## config.mk

```make
export PLATFORM = sky130hd
export DESIGN_NAME = clb_cfg_loader
export DESIGN_NICKNAME = d
export VERILOG_FILES = /design/src/rtl/clb_cfg_loader.sv
export SDC_FILE = /design/constraint.sdc
export NUM_CORES = 1
export LEC_CHECK = 0
export CAP_MARGIN = 20
export CORE_UTILIZATION = 35
export CTS_CLUSTER_DIAMETER = 40
export CTS_CLUSTER_SIZE = 24
export DETAILED_ROUTE_END_ITERATION = 10
export HOLD_SLACK_MARGIN = 0.15
export MAX_ROUTING_LAYER = met4
export SYNTH_ARGS = -nofsm -noshare
export SYNTH_HDL_FRONTEND = slang
export SYNTH_SLANG_ARGS = --single-unit
```

## constraint.sdc

```tcl
create_clock -name clk -period 6.6 [get_ports clk]
set_input_delay 1.65 -clock clk [delete_from_list [all_inputs] [get_ports clk]]
set_output_delay 1.65 -clock clk [all_outputs]
set_load 0.01 [all_outputs]
```

## src/rtl/clb_cfg_loader.sv

```systemverilog
// -----------------------------------------------------------------------------
// clb_cfg_loader
//   Serial configuration writer for the CLB array. Hunts the serial stream for
//   the sync byte, then assembles CFG_W-bit words (MSB first), each followed by
//   one even-parity bit. Every good frame is written to the next CLB through
//   the shared `bits_o` bus and a one-hot, single-cycle `wr_en_o` strobe.
//
// Ports
//   clk          system clock, rising edge
//   rst_n        asynchronous active-low reset
//   start_i      one-cycle pulse, (re)starts a load from any state
//   sdi_i        serial config data
//   sdi_valid_i  qualifies sdi_i, one bit per cycle
//   wr_en_o      one-hot write strobe to CLB[clb_idx], registered
//   bits_o       config word, held until the next good frame completes
//   clb_idx_o    index of the next CLB to be written (saturates at last CLB)
//   busy_o       high while hunting for sync or loading frames
//   done_o       sticky, all NUM_CLB frames written
//   err_o        sticky, a frame failed its parity check
// -----------------------------------------------------------------------------
module clb_cfg_loader #(
  parameter int          NUM_CLB = 16,
  parameter int          CFG_W   = 23,
  parameter logic [7:0]  SYNC    = 8'hA5,
  localparam int         IDX_W   = $clog2(NUM_CLB)
) (
  input  logic               clk,
  input  logic               rst_n,
  input  logic               start_i,
  input  logic               sdi_i,
  input  logic               sdi_valid_i,
  output logic [NUM_CLB-1:0] wr_en_o,
  output logic [CFG_W-1:0]   bits_o,
  output logic [IDX_W-1:0]   clb_idx_o,
  output logic               busy_o,
  output logic               done_o,
  output logic               err_o
);

  // Counter spans 0..CFG_W: values below CFG_W are data bits, CFG_W is parity.
  localparam int CNT_W = $clog2(CFG_W + 1);

  typedef enum logic [2:0] {
    IDLE      = 3'd0,
    SYNC_HUNT = 3'd1,
    LOAD      = 3'd2,
    DONE      = 3'd3,
    ERROR     = 3'd4
  } state_e;

  state_e             state_q;
  logic [7:0]         win_q;
  logic [CFG_W-1:0]   sr_q;
  logic [CNT_W-1:0]   cnt_q;
  logic [IDX_W-1:0]   idx_q;
  logic [CFG_W-1:0]   bits_q;
  logic [NUM_CLB-1:0] wr_en_q;
  logic               busy_q;
  logic               done_q;
  logic               err_q;

  // Next-value helpers for the shifters and frame completion.
  logic [7:0]         win_d;
  logic [CFG_W-1:0]   sr_d;
  logic [CNT_W-1:0]   cnt_d;
  logic [NUM_CLB-1:0] hot_d;
  logic               par_ok;
  logic               par_bit;
  logic               last_clb;

  always_comb begin
    win_d    = {win_q[6:0], sdi_i};
    sr_d     = {sr_q[CFG_W-2:0], sdi_i};
    cnt_d    = cnt_q + 1'b1;
    hot_d    = NUM_CLB'(1) << idx_q;
    // Parity bit must equal the XOR of the data bits (even parity over all).
    par_ok   = (sdi_i == ^sr_q);
    par_bit  = (cnt_q == CNT_W'(CFG_W));
    last_clb = (idx_q == IDX_W'(NUM_CLB - 1));
  end

  always_ff @(posedge clk or negedge rst_n) begin
    if (!rst_n) begin
      state_q <= IDLE;
      win_q   <= '0;
      sr_q    <= '0;
      cnt_q   <= '0;
      idx_q   <= '0;
      bits_q  <= '0;
      wr_en_q <= '0;
      busy_q  <= 1'b0;
      done_q  <= 1'b0;
      err_q   <= 1'b0;
    end else begin
      // Strobe is a single-cycle pulse; a strobe registered on the previous
      // edge has already been seen by the fabric, so start never cancels it.
      wr_en_q <= '0;
      if (start_i) begin
        state_q <= SYNC_HUNT;
        win_q   <= '0;
        sr_q    <= '0;
        cnt_q   <= '0;
        idx_q   <= '0;
        busy_q  <= 1'b1;
        done_q  <= 1'b0;
        err_q   <= 1'b0;
      end else begin
        case (state_q)
          IDLE: ;

          SYNC_HUNT: begin
            if (sdi_valid_i) begin
              win_q <= win_d;
              // Match on the updated window so an overlapping sync locks
              // as soon as its last bit arrives.
              if (win_d == SYNC) begin
                state_q <= LOAD;
                cnt_q   <= '0;
              end
            end
          end

          LOAD: begin
            if (sdi_valid_i) begin
              if (par_bit) begin
                cnt_q <= '0;
                if (par_ok) begin
                  bits_q  <= sr_q;
                  wr_en_q <= hot_d;
                  if (last_clb) begin
                    state_q <= DONE;
                    done_q  <= 1'b1;
                    busy_q  <= 1'b0;
                  end else begin
                    idx_q <= idx_q + 1'b1;
                  end
                end else begin
                  state_q <= ERROR;
                  err_q   <= 1'b1;
                  busy_q  <= 1'b0;
                end
              end else begin
                sr_q  <= sr_d;
                cnt_q <= cnt_d;
              end
            end
          end

          DONE, ERROR: ;

          default: begin
            state_q <= IDLE;
            busy_q  <= 1'b0;
          end
        endcase
      end
    end
  end

  assign wr_en_o   = wr_en_q;
  assign bits_o    = bits_q;
  assign clb_idx_o = idx_q;
  assign busy_o    = busy_q;
  assign done_o    = done_q;
  assign err_o     = err_q;

endmodule

```

==> flow_metrics.tcl, run 1 <==
set metrics [dict create \
    swShare_pct 27.7 \
    worst_setup_path_end_kind "register" \
    drt-initial-drc-count 93 \
    synth_nets 301 \
    syn_area_per_cell_um2 12.5 \
    numClockSinks 84 \
    clock_skew_ns 0.00810 \
    port_buffers 50 \
    antenna_found_initial 0 \
    grt_pass1_wl_um 11800 \
    synth_edf_count 0 \
    row_count 36 \
    cts_tree "built" \
    cts_root_buffer "clkbuf_8" \
    grt_start_max_net_pins 85 \
    core-area_mm2 0.00991 \
    routedWlPerCell_um 14.7 \
    crit_arrival_ns 4.36 \
    cts_buffer_depth 2 \
    initial_core_util_pct 36.6 \
    p_seq_share_pct 54.3 \
    critPathMaxFanout 18 \
    synth_warnings 0 \
    vias 2364 \
    finalSetupViolCount 0 \
    syn-instance-count 289 \
    ios 51 \
    ys_seq_area_share_pct 58.0 \
    power_frac_comb_pct 12.6 \
    yosysTopAreaCellShare_pct 58.0 \
    outcome "finished, final reports clean" \
    drtAntennaViolNets 0 \
    power.leakage_nw 2.07 \
    worst_slew_pin_slew_ns 0.959 \
    synth-async-reset-ratio_pct 100 \
    fmax_mhz 242 \
    power_mw 1.00 \
    min_period_over_period_pct 62.5 \
    h-tree-depth 3 \
    n_antenna_cell 0 \
    drv_cap 0 \
    syn_area_mm2 0.00362 \
    worstSetupPathType "in -> reg" \
    hold_violations 0 \
    drive_above_1_share_pct 14.2 \
    ys_ff_latch 84 \
    ys_types 44 \
    drc_errors 0 \
    p_int_mw 0.723 \
    routed_wl_um 7050 \
    power_frac_clock_pct 33.1 \
    synth_top_area_cell "dfrtp_1" \
    fin_tns_setup_ns 0 \
    cp_data_required_time_ns 6.84 \
    crit_path_start_kind "primary input" \
    p_switching_mw 0.277 \
    grt_pass1_vias 2376 \
    via_per_inst 4.94 \
    die_area_mm2 0.0108 \
    period_needed_ns 4.13 \
    grt_overflow 0 \
    ctsHoldBuffers 0 \
    nets 353 \
    ir_drop_mv 0.120 \
    synth.top_cells.by_area "dfrtp_1, mux2_2, a22o_1" \
    postCtsSetupBuffers 0 \
    hold_ws_ns 0.508 \
    hp-class "reg -> reg" \
    slew_violations 0 \
    die_y_um 104 \
    synthToLayoutAreaGrowth_pct 24.3 \
    power_density_mw_per_mm2 222 \
    rsz0062_at_grt "false" \
    slew_headroom_pct 35.2 \
    drt_first_pass_iters 4 \
    gp_congestion 0.751 \
    insertion_delay_ns 0.35 \
    clk_pin_slew_ns 0.08 \
    die_w_um 104 \
    cts_made_buffers 9 \
    dp_hpwl_um 4570 \
    ctsResizeCount 0 \
    ys.flop_type "dfrtp_1" \
    grt_use_total_pct 14.1 \
]
kinds of logic after synthesis:
group	count (synthesis)	share of synthesized area, %
buffers and inverters	20	2.24
and+or+nand+nor	73	11.1
AOI/OAI and AO/OA	50	10.0
xor gates and xnor gates	24	6.80
adders and majority gates	7	2.42
muxes	31	9.39
DFF	84	58.0
cell usage in the layout, fill, tap and decap left out, types with 2 or more instances in the layout:
cell             synthesis  layout
a22o_1                  24      24
nand2_1                  7       7
xnor2_1                 19      19
buf_16                   0       2
and3_1                  14      14
nor2_1                  20      20
clkinvlp_4               0       3
and2_1                   3       3
and3b_1                  2       2
clkdlybuf4s50_1          0      49
xor2_1                   2       2
a21oi_1                  8       7
buf_4                    0       4
mux2_2                  24      24
mux2i_1                  7       7
nor2b_1                  2       2
nand2b_1                 3       3
o21ai_0                 10      10
nor4bb_1                 2       2
dfrtp_1                 84      84
inv_1                    5       5
nor3_1                   5       5
ha_1                     7       7
nand3_1                  6       6
clkbuf_8                 0      10
layer usage:
layer | vias to the layer above | wire (um) | part of all wire [%] | track usage [%]
met2 | 46 | 3310 | 47 | 21.3
met3 | 4 | 263 | 3.7 | 3.52
met4 | 0 | 44 | 0.62 | 5.31
met5 | - | 0 | 0 | -
li1 | 1134 | - | - | -
met1 | 1180 | 3440 | 49 | 18.5
Yosys cell counts (2+ instances only):
library cell	instances
mux2i_1	7
and3_1	14
dfrtp_1	84
mux2_2	24
nand3_1	6
o21ai_0	10
and2_1	3
nor4bb_1	2
a22o_1	24
and3b_1	2
nand2_1	7
nand2b_1	3
inv_1	5
xnor2_1	19
nor2b_1	2
nor2_1	20
ha_1	7
a21oi_1	8
xor2_1	2
clkbuf_1	9
nor3_1	5
buf_2	4
per-stage QoR:
| stage | utilization (%) | instance area, um^2 | cells | setup slack (ns) |
|---|---|---|---|---|
| 2_1_floorplan | - | 3620 | 289 | 3.18 |
| 3_3_place_gp | 43.0 | 4260 | 460 | 1.76 |
| 3_5_place_dp | 43.0 | 4260 | 460 | 1.72 |
| 4_1_cts | 44.8 | 4440 | 476 | 2.07 |
| 5_1_grt | 45.5 | 4510 | 479 | 2.33 |
| 6_report | 45.5 | 4510 | 479 | 2.47 |
flip-flops by register name (all words and copies together) (netlist names):
register	flops
bits_o	23
state_q	3
busy_o	1
cnt_q	5
wr_en_o	16
win_q	7
done_o	1
sr_q	23
err_o	1
clb_idx_o	4
power groups by stage:
| stage | logic (mW) | registers, mW | clock network [mW] |
|---|---|---|---|
| detailed placement | 0.121 | 0.554 | 0 |
| global placement | 0.119 | 0.554 | 0 |
| floorplan | 0.0947 | 0.544 | 0 |
| CTS | 0.122 | 0.544 | 0.345 |
| finish | 0.126 | 0.544 | 0.332 |
| global route | 0.143 | 0.546 | 0.366 |
final timing paths:
| path | from | end | slack (ns) | cells past startpoint |
|---|---|---|---|---|
| setup / recovery | sdi_i | bits_o[19]$_DFFE_PN0P_ | 2.47 | 8 |
| hold / removal | bits_o[18]$_DFFE_PN0P_ | bits_o[18]$_DFFE_PN0P_ | 0.51 | 1 |
| setup reg to reg | sr_q[13]$_DFFE_PN0P_ | bits_o[19]$_DFFE_PN0P_ | 3.74 | 7 |
| hold reg to reg | bits_o[18]$_DFFE_PN0P_ | bits_o[18]$_DFFE_PN0P_ | 0.51 | 1 |
| max in group asynchronous | rst_n | state_q[2]$_DFFE_PN0P_ | 4.79 | 2 |
| min in group asynchronous | rst_n | bits_o[13]$_DFFE_PN0P_ | 1.21 | 1 |
final cells by class:
class,count,area [um^2]
Fill cell,917,5400
Multi-Input combinational cell,185,1450
Tap cell,133,166
Inverter,5,18.8
Sequential cell,84,2100
Timing Repair Buffer,56,591
Clock inverter,5,36.3
Clock buffer,11,141
worst max-delay path: stages:
cell and delay (ns):
clkdlybuf4s50_1 0.52, xnor2_1 0.18, xnor2_1 0.24, xnor2_2 0.17
xnor3_1 0.52, nor3_4 0.52, buf_16 0.22, mux2_2 0.34
(Power assumes the default switching activity.)
==> inputs of run 2 (changes only) <==
==> constraint.sdc (replaced) <==
create_clock -name clk -period 3.79 [get_ports clk]
set_input_delay 0.9475 -clock clk [delete_from_list [all_inputs] [get_ports clk]]
set_output_delay 0.9475 -clock clk [all_outputs]
set_load 0.01 [all_outputs]
==> flow_metrics.tcl, run 2 (same netlist as run 1, synthesis figures left out) <==
set metrics [dict create \
    drive_above_1_share_pct 14.7 \
    hold_violations 0 \
    synthToLayoutAreaGrowth_pct 25.8 \
    power_density_mw_per_mm2 424 \
    crit_buf_inv 2 \
    crit_path_start_kind "primary input" \
    ctsHoldBuffers 0 \
    period_needed_ns 3.06 \
    gp_congestion 0.789 \
    p_seq_share_pct 48.9 \
    crit_chain "clkdlybuf4s50_1, xnor2_1, xnor2_1, xnor2_2, xnor3_1, nor3_4, buf_12, mux2_2" \
    cp_data_required_time_ns 4.03 \
    power_frac_clock_pct 39.5 \
    p_int_mw 1.45 \
    grt_use_total_pct 13.8 \
    cts_made_buffers 9 \
    finalSetupViolCount 0 \
    dp_hpwl_um 4480 \
    initial_core_util_pct 36.6 \
    ir_drop_mv 0.203 \
    die_w_um 104 \
    p_switching_mw 0.486 \
    power_mw 1.93 \
    hp-class "reg -> reg" \
    ios 51 \
    antenna_found_initial 0 \
    core-area_mm2 0.00991 \
    numClockSinks 84 \
    crit_arrival_ns 3.30 \
    worst_slew_pin_slew_ns 0.576 \
    fin_cells 481 \
    cts_root_buffer "clkbuf_8" \
    crit_top_cell "xnor2_1" \
    via_per_inst 4.90 \
    routed_wl_um 6800 \
    postCtsSetupBuffers 0 \
    fin_tns_setup_ns 0 \
    power_frac_comb_pct 11.6 \
    rsz0062_at_grt "false" \
    insertion_delay_ns 0.35 \
    h-tree-depth 3 \
    critPathMaxFanout 39 \
    final_cell_mix "dfrtp_1, clkdlybuf4s50_1, a22o_1, mux2_2, nor2_1" \
    grt_overflow 0 \
    outcome "finished, final reports clean" \
    grt_start_max_net_pins 85 \
    port_buffers 50 \
    die_y_um 104 \
    die_area_mm2 0.0108 \
    cts_tree "built" \
    drt-initial-drc-count 115 \
    fillers 937 \
    swShare_pct 25.1 \
    worst_slack_ns 0.731 \
    crit_family "XOR/XNOR gates" \
    pre_cts_slack_ns 0.334 \
    drv_cap 0 \
    slew_headroom_pct 61.6 \
    routedWlPerCell_um 14.1 \
    ctsResizeCount 0 \
    grt_pass1_wl_um 11400 \
    nets 355 \
    worst_setup_path_end_kind "register" \
    worstSetupPathType "in -> reg" \
    power.leakage_nw 2.10 \
    n_antenna_cell 0 \
    drc_errors 0 \
    row_count 36 \
    cpMaxStageDelayCell "clkdlybuf4s50_1" \
    drtAntennaViolNets 0 \
    vias 2358 \
    slew_violations 0 \
    final_common_cell "dfrtp_1" \
    fmax_mhz 327 \
    cts_buffer_depth 2 \
    min_period_over_period_pct 80.7 \
    clk_pin_slew_ns 0.09 \
    clock_skew_ns 0.00955 \
    drt_first_pass_iters 4 \
    place_inst 464 \
    max_stage_delay_ns 0.50 \
    grt_pass1_vias 2281 \
]
-- run 2: changes by cell type in the layout (fill, tap and decap cells not counted), sizes merged --
cell and change:
bufinv +3, clkinvlp -2, clkbuf -1, buf +2
-- run 2: layout make-up --
cell class                      instances  area [um^2]  area share (%)
Sequential cell                        84         2100            46.1
Tap cell                              133          166            3.65
Inverter                                5         18.8           0.412
Multi-Input combinational cell        185         1450            31.8
Clock inverter                          6          111            2.44
Timing Repair Buffer                   58          583            12.8
Clock buffer                           10          128            2.80
-- run 2: power groups by stage --
stage	clock, mW	combinational [mW]	sequential, mW
2_1_floorplan	0	0.165	0.947
3_3_place_gp	0	0.221	0.964
3_5_place_dp	0	0.225	0.963
4_1_cts	0.781	0.226	0.946
6_report	0.763	0.225	0.946
5_1_grt	0.817	0.253	0.950
-- run 2: stage by stage --
stage          utilization, %  hold WS (ns)  instance area (um^2)
2_1_floorplan               -         0.477                  3620
3_3_place_gp             43.4         0.494                  4300
3_5_place_dp             43.4         0.494                  4300
4_1_cts                  45.8         0.515                  4540
5_1_grt                  46.0         0.532                  4560
6_report                 46.0         0.512                  4560
-- run 2: worst paths after layout --
check | start | endpoint | slack (ns) | cells past startpoint
min in group asynchronous | rst_n | bits_o[13]$_DFFE_PN0P_ | 0.57 | 1
max in group asynchronous | rst_n | cnt_q[2]$_DFFE_PN0P_ | 2.61 | 2
worst min register to register | bits_o[13]$_DFFE_PN0P_ | bits_o[13]$_DFFE_PN0P_ | 0.51 | 1
worst max register to register | sr_q[14]$_DFFE_PN0P_ | bits_o[5]$_DFFE_PN0P_ | 1.30 | 7
worst min-delay path | bits_o[13]$_DFFE_PN0P_ | bits_o[13]$_DFFE_PN0P_ | 0.51 | 1
worst max-delay path | sdi_i | bits_o[5]$_DFFE_PN0P_ | 0.73 | 8
-- run 2: layer usage --
metal,vias up,track usage [%],routed length [um]
met2,44,20.1,3120
met4,0,6.12,107
met1,1159,18.4,3310
li1,1145,-,-
met5,-,-,0
met3,10,3.02,263
